<file path="src/rtl/serial_frame_tx_pkg.sv">
// serial_frame_tx_pkg: frame states and preamble definition shared by the serial transmitter and receiver.
package serial_frame_tx_pkg;
   typedef enum logic [1:0] {IDLE, PRE, PAY, GAP} state_t;
   localparam int PRE_W = 4;
   localparam logic [PRE_W-1:0] PREAMBLE = 4'b1011;
endpackage

</file>
<file path="src/rtl/serial_frame_tx_bit_counter.sv">
// frame_bit_counter: loadable down-counter gated by the bit strobe, with zero flag.
module frame_bit_counter #(
   parameter int W = 4
) (
   input  logic         clk,
   input  logic         rst,
   input  logic         en,
   input  logic         load,
   input  logic [W-1:0] load_val,
   output logic [W-1:0] cnt,
   output logic         zero
);
   assign zero = cnt == '0;
   always_ff @(posedge clk or posedge rst)
      if (rst) cnt <= '0;
      else if (load) cnt <= load_val;
      else if (en && !zero) cnt <= cnt - 1'b1;
endmodule

</file>
<file path="src/rtl/serial_frame_tx.sv">
// serial_frame_tx: sends preamble, MSB-first payload and a zero guard gap, one bit per clk_en strobe.
module serial_frame_tx
   import serial_frame_tx_pkg::*;
#(
   parameter int PAYLOAD_W = 10,
   parameter int GAP_BITS  = 2
) (
   input  logic                 clk,
   input  logic                 rst,
   input  logic                 clk_en,
   input  logic                 start,
   input  logic [PAYLOAD_W-1:0] data_in,
   output logic                 ser_out,
   output logic                 busy,
   output logic                 done
);
   localparam int FW = PRE_W + PAYLOAD_W;
   localparam int MX = PRE_W > PAYLOAD_W ? (PRE_W > GAP_BITS ? PRE_W : GAP_BITS)
                                         : (PAYLOAD_W > GAP_BITS ? PAYLOAD_W : GAP_BITS);
   localparam int CW = MX > 1 ? $clog2(MX) : 1;
   state_t state;
   logic [FW-1:0] sr;
   logic [CW-1:0] cnt, ld_val;
   logic zero, load, cnt_en;
   // Preamble and payload share one shift register so the MSB is always the next bit out.
   always_comb begin
      ld_val = state == IDLE ? CW'(PRE_W - 1) : state == PRE ? CW'(PAYLOAD_W - 1) : CW'(GAP_BITS - 1);
      load   = (state == IDLE && start) || (clk_en && zero && (state == PRE || state == PAY));
      cnt_en = clk_en && state != IDLE;
   end
   frame_bit_counter #(.W(CW)) u_cnt (
      .clk(clk), .rst(rst), .en(cnt_en), .load(load),
      .load_val(ld_val), .cnt(cnt), .zero(zero)
   );
   always_ff @(posedge clk or posedge rst)
      if (rst) begin
         state   <= IDLE;
         sr      <= '0;
         ser_out <= 1'b0;
         busy    <= 1'b0;
         done    <= 1'b0;
      end else begin
         done <= 1'b0;
         case (state)
            IDLE: if (start) begin
               sr      <= {PREAMBLE, data_in};
               ser_out <= PREAMBLE[PRE_W-1];
               busy    <= 1'b1;
               state   <= PRE;
            end
            PRE, PAY: if (clk_en) begin
               sr <= sr << 1;
               if (state == PAY && zero) begin
                  ser_out <= 1'b0;
                  state   <= GAP;
               end else begin
                  ser_out <= sr[FW-2];
                  if (zero) state <= PAY;
               end
            end
            GAP: if (clk_en && zero) begin
               busy  <= 1'b0;
               done  <= 1'b1;
               state <= IDLE;
            end
            default: state <= IDLE;
         endcase
      end
endmodule

</file>
<file path="config.mk">
export PLATFORM = sky130hd
export DESIGN_NAME = serial_frame_tx
export DESIGN_NICKNAME = d
export VERILOG_FILES = /design/src/rtl/serial_frame_tx_pkg.sv /design/src/rtl/serial_frame_tx_bit_counter.sv /design/src/rtl/serial_frame_tx.sv
export SDC_FILE = /design/constraint.sdc
export NUM_CORES = 1
export LEC_CHECK = 0
export ABC_AREA = 1
export CAP_MARGIN = 10
export CORE_UTILIZATION = 38
export CTS_CLUSTER_SIZE = 20
export DETAILED_ROUTE_END_ITERATION = 16
export GPL_TIMING_DRIVEN = 0
export PLACE_DENSITY_LB_ADDON = 0.3
export SLEW_MARGIN = 10
export SYNTH_ARGS = -nofsm -noshare
export SYNTH_HDL_FRONTEND = slang
export SYNTH_SLANG_ARGS = --single-unit
</file>
<file path="constraint.sdc">
create_clock -name clk -period 2.65 [get_ports clk]
set_input_delay 0.53 -clock clk [delete_from_list [all_inputs] [get_ports clk]]
set_output_delay 0.53 -clock clk [all_outputs]
set_load 0.005 [all_outputs]
</file>
==> results.py <==
metrics = {
    "critical_path": {
        "cp_slowest_cell": "clkdlybuf4s50_1",
        "cp-start-kind": "flop",
        "crit_cells": 1,
        "crit_required_ps": 2120,
        "r2r_setup_slack_ps": 980,
        "critical-path-top-delay-family": "buffers and inverters",
        "critPathMaxFanout": 2,
        "max_stage_delay_ps": 500,
        "cp_cell_sequence": "clkdlybuf4s50_1",
        "cp_data_arrival_time_ps": 1170,
        "end_kind": "output port",
        "crit_type": "reg -> out",
        "crit_buf_inv": 1,
        "r2r_start": "state[0]",
        "reg2reg_to": "sr[9]",
        "reg2reg_depth": 9,
    },
    "final_layout": {
        "layout_commonest_cell": "nor2_1",
        "fin_nets": 194,
        "area_delta_synth_final_pct": 19.2,
        "final_cell_mix": "24 x nor2_1, 23 x nand2_1, 22 x dfrtp_1",
        "fill_cells": 327,
        "final_layout_size_suffix_gt1_share_pct": 19.2,
        "n_antenna_cell": 0,
        "stdcell_area_um2": 1560,
    },
    "synthesis": {
        "yosys.area.top_type": "dfrtp_1",
        "synth_top_family_by_area": "simple AND/OR/NAND/NOR gates",
        "ys_ff_latch": 22,
        "ys_warn_count": 0,
        "yosysTopAreaCellShare_pct": 42.1,
        "synth_compound_area_share_pct": 14.7,
        "synthesis.area_um2": 1310,
        "syn-num-nets": 173,
        "synth-seq-area-share_pct": 42.1,
        "muxShareOfSynthArea_pct": 0,
        "synth-xor-area-share_pct": 0,
        "synth_cells": 152,
        "synthAdderAreaFrac_pct": 6.70,
        "synth.avg_cell_area_um2": 8.60,
        "synthTopCellsByArea": "dfrtp_1 42%, nor2_1 6.9%, ha_1 6.7%",
        "ys_types": 22,
        "synth-simple-area-share_pct": 25.7,
    },
    "placed_design": {
        "gp_congestion": 0.811,
        "placed_area_um2": 1520,
        "hpwl_um": 1830,
        "port_buffers": 16,
    },
    "detailed_routing": {
        "wl_per_cell_um": 10.7,
        "dr_total_vias": 996,
        "drc": 0,
        "drt_iter0_drc": 27,
        "wl_um": 2310,
        "drtPass1Iterations": 4,
        "ant_nets": 0,
        "vias_per_cell": 4.61,
    },
    "global_route": {
        "grt_pass1_vias": 1052,
        "antenna_found_initial": 0,
        "grt_max_degree": 23,
        "grt_pass1_wl_um": 4260,
        "grt.total_usage_pct": 15.4,
        "overflow": 0,
    },
    "sta": {
        "tightest_slew_ps": 825,
        "relSlewSlack_pct": 44.9,
        "hold_viol_final": 0,
        "rsz0062_at_grt": "false",
        "fin_crit_sh_pct": 64.2,
        "period_minus_slack_ps": 1700,
        "final-setup-viol-count": 0,
        "setup_tns_ps": 0,
        "slew_violations": 0,
        "fin_worst_skew_ps": 3.04,
        "fmax_ghz": 0.588,
    },
    "cts": {
        "cts_made_buffers": 3,
        "htreeDepth": 1,
        "cts_num_sinks": 22,
        "path_clk_slew_ps": 120,
        "hold_buffers": 0,
        "insertion_delay_ps": 300,
        "clock-root-buffer": "clkbuf_4",
        "cts_tree": "yes",
        "postCtsSetupRepairBufs": 0,
        "cts.repair.resized": 0,
        "cts.path.max_buffers": 2,
    },
    "min_path": {
        "min_from": "sr[0]",
        "min_path_type": "reg -> reg",
        "hold_depth": 2,
        "hold_end": "sr[0]",
    },
    "power": {
        "power_leakage_nw": 0.724,
        "peakVddDrop_mv": 0.472,
        "p_per_area_nw_per_um2": 1350,
    },
    "floorplan": {
        "ios": 17,
        "core_area_um2": 3150,
        "dieArea_um2": 3680,
        "placementRows": 20,
        "die_w_um": 60.7,
        "start_util_pct": 41.5,
        "fp.dieH_um": 60.7,
    },
    "flow_run": {
        "cap_viol_max_count": 0,
    },
    "outcome": {
        "status": "completed",
    },
}
==> through the flow <==
stage / instances / power, mW / util, % / setup slack [ps] / hold slack (ps)
after floorplan: 152 / 1.69 / - / 1090 / 443
after global placement: 212 / 1.92 / 48.3 / 841 / 467
after detailed placement: 212 / 1.96 / 48.3 / 822 / 476
after CTS: 216 / 2.15 / 49.4 / 925 / 509
after global routing: 216 / 2.36 / 49.4 / 868 / 513
final: 216 / 2.11 / 49.4 / 949 / 501
==> per-layer routing <==
| layer | vias to the layer above | GRT usage [%] | share of wire [%] |
|---|---|---|---|
| li1 | 526 | - | - |
| met2 | 12 | 29.8 | 49 |
| met4 | 0 | 4.22 | 0.48 |
| met3 | 2 | 1.92 | 2.6 |
| met5 | - | 0 | 0 |
| met1 | 456 | 17.7 | 47 |
==> report_power, final <==
group	switching, mW	internal (mW)	total [mW]
combinational	0.745	0.592	1.34
clock	0.0971	0.0837	0.181
sequential	0.0954	0.497	0.592
==> Yosys cell counts (all sizes together) <==
library cell	number
a21oi	4
buf	5
dfrtp	22
ha	7
inv	21
nand2	28
nand3	9
nand4	6
nor2	28
o211ai	1
o21a	9
o21ai	11
or2	1
==> worst reg2reg max path: cells and delay by family (launching register included) <==
kind	cells	cell delay, ps
compound gates	2	160
fa+ha+maj	1	310
buf+inv	3	400
flops	1	440
simple gates	3	270
==> registers in the layout (all words and copies together), names as in the netlist <==
signal / cells
sr: 13
busy: 1
state: 2
ser_out: 1
done: 1
u_cnt.cnt: 4
==> area by class of cell <==
cell class | instances | area [um^2] | share of cell area [%]
buffer | 5 | 61.3 | 3.93
inverter | 21 | 78.8 | 5.06
clock buffer | 4 | 36.3 | 2.33
sequential | 22 | 551 | 35.3
tap | 44 | 55.1 | 3.53
multi-input combinational | 104 | 617 | 39.6
timing repair buffer | 16 | 160 | 10.3
==> worst max path at each step <==
| stage | from | end | slack [ps] |
|---|---|---|---|
| floorplan | state[0] | sr[8] | 1090 |
| global placement | clk_en | sr[7] | 840 |
| detailed placement | clk_en | sr[4] | 820 |
| CTS | busy | busy | 920 |
| global route | state[0] | state[0] | 870 |
| finish | busy | busy | 950 |
==> cells by family after synthesis <==
logic type,Yosys count
AO/OA/AOI/OAI,25
adder cells (fa/ha/maj),7
buffers and inverters,26
flip-flops,22
AND/OR/NAND/NOR,72
(Power assumes the default switching activity.)
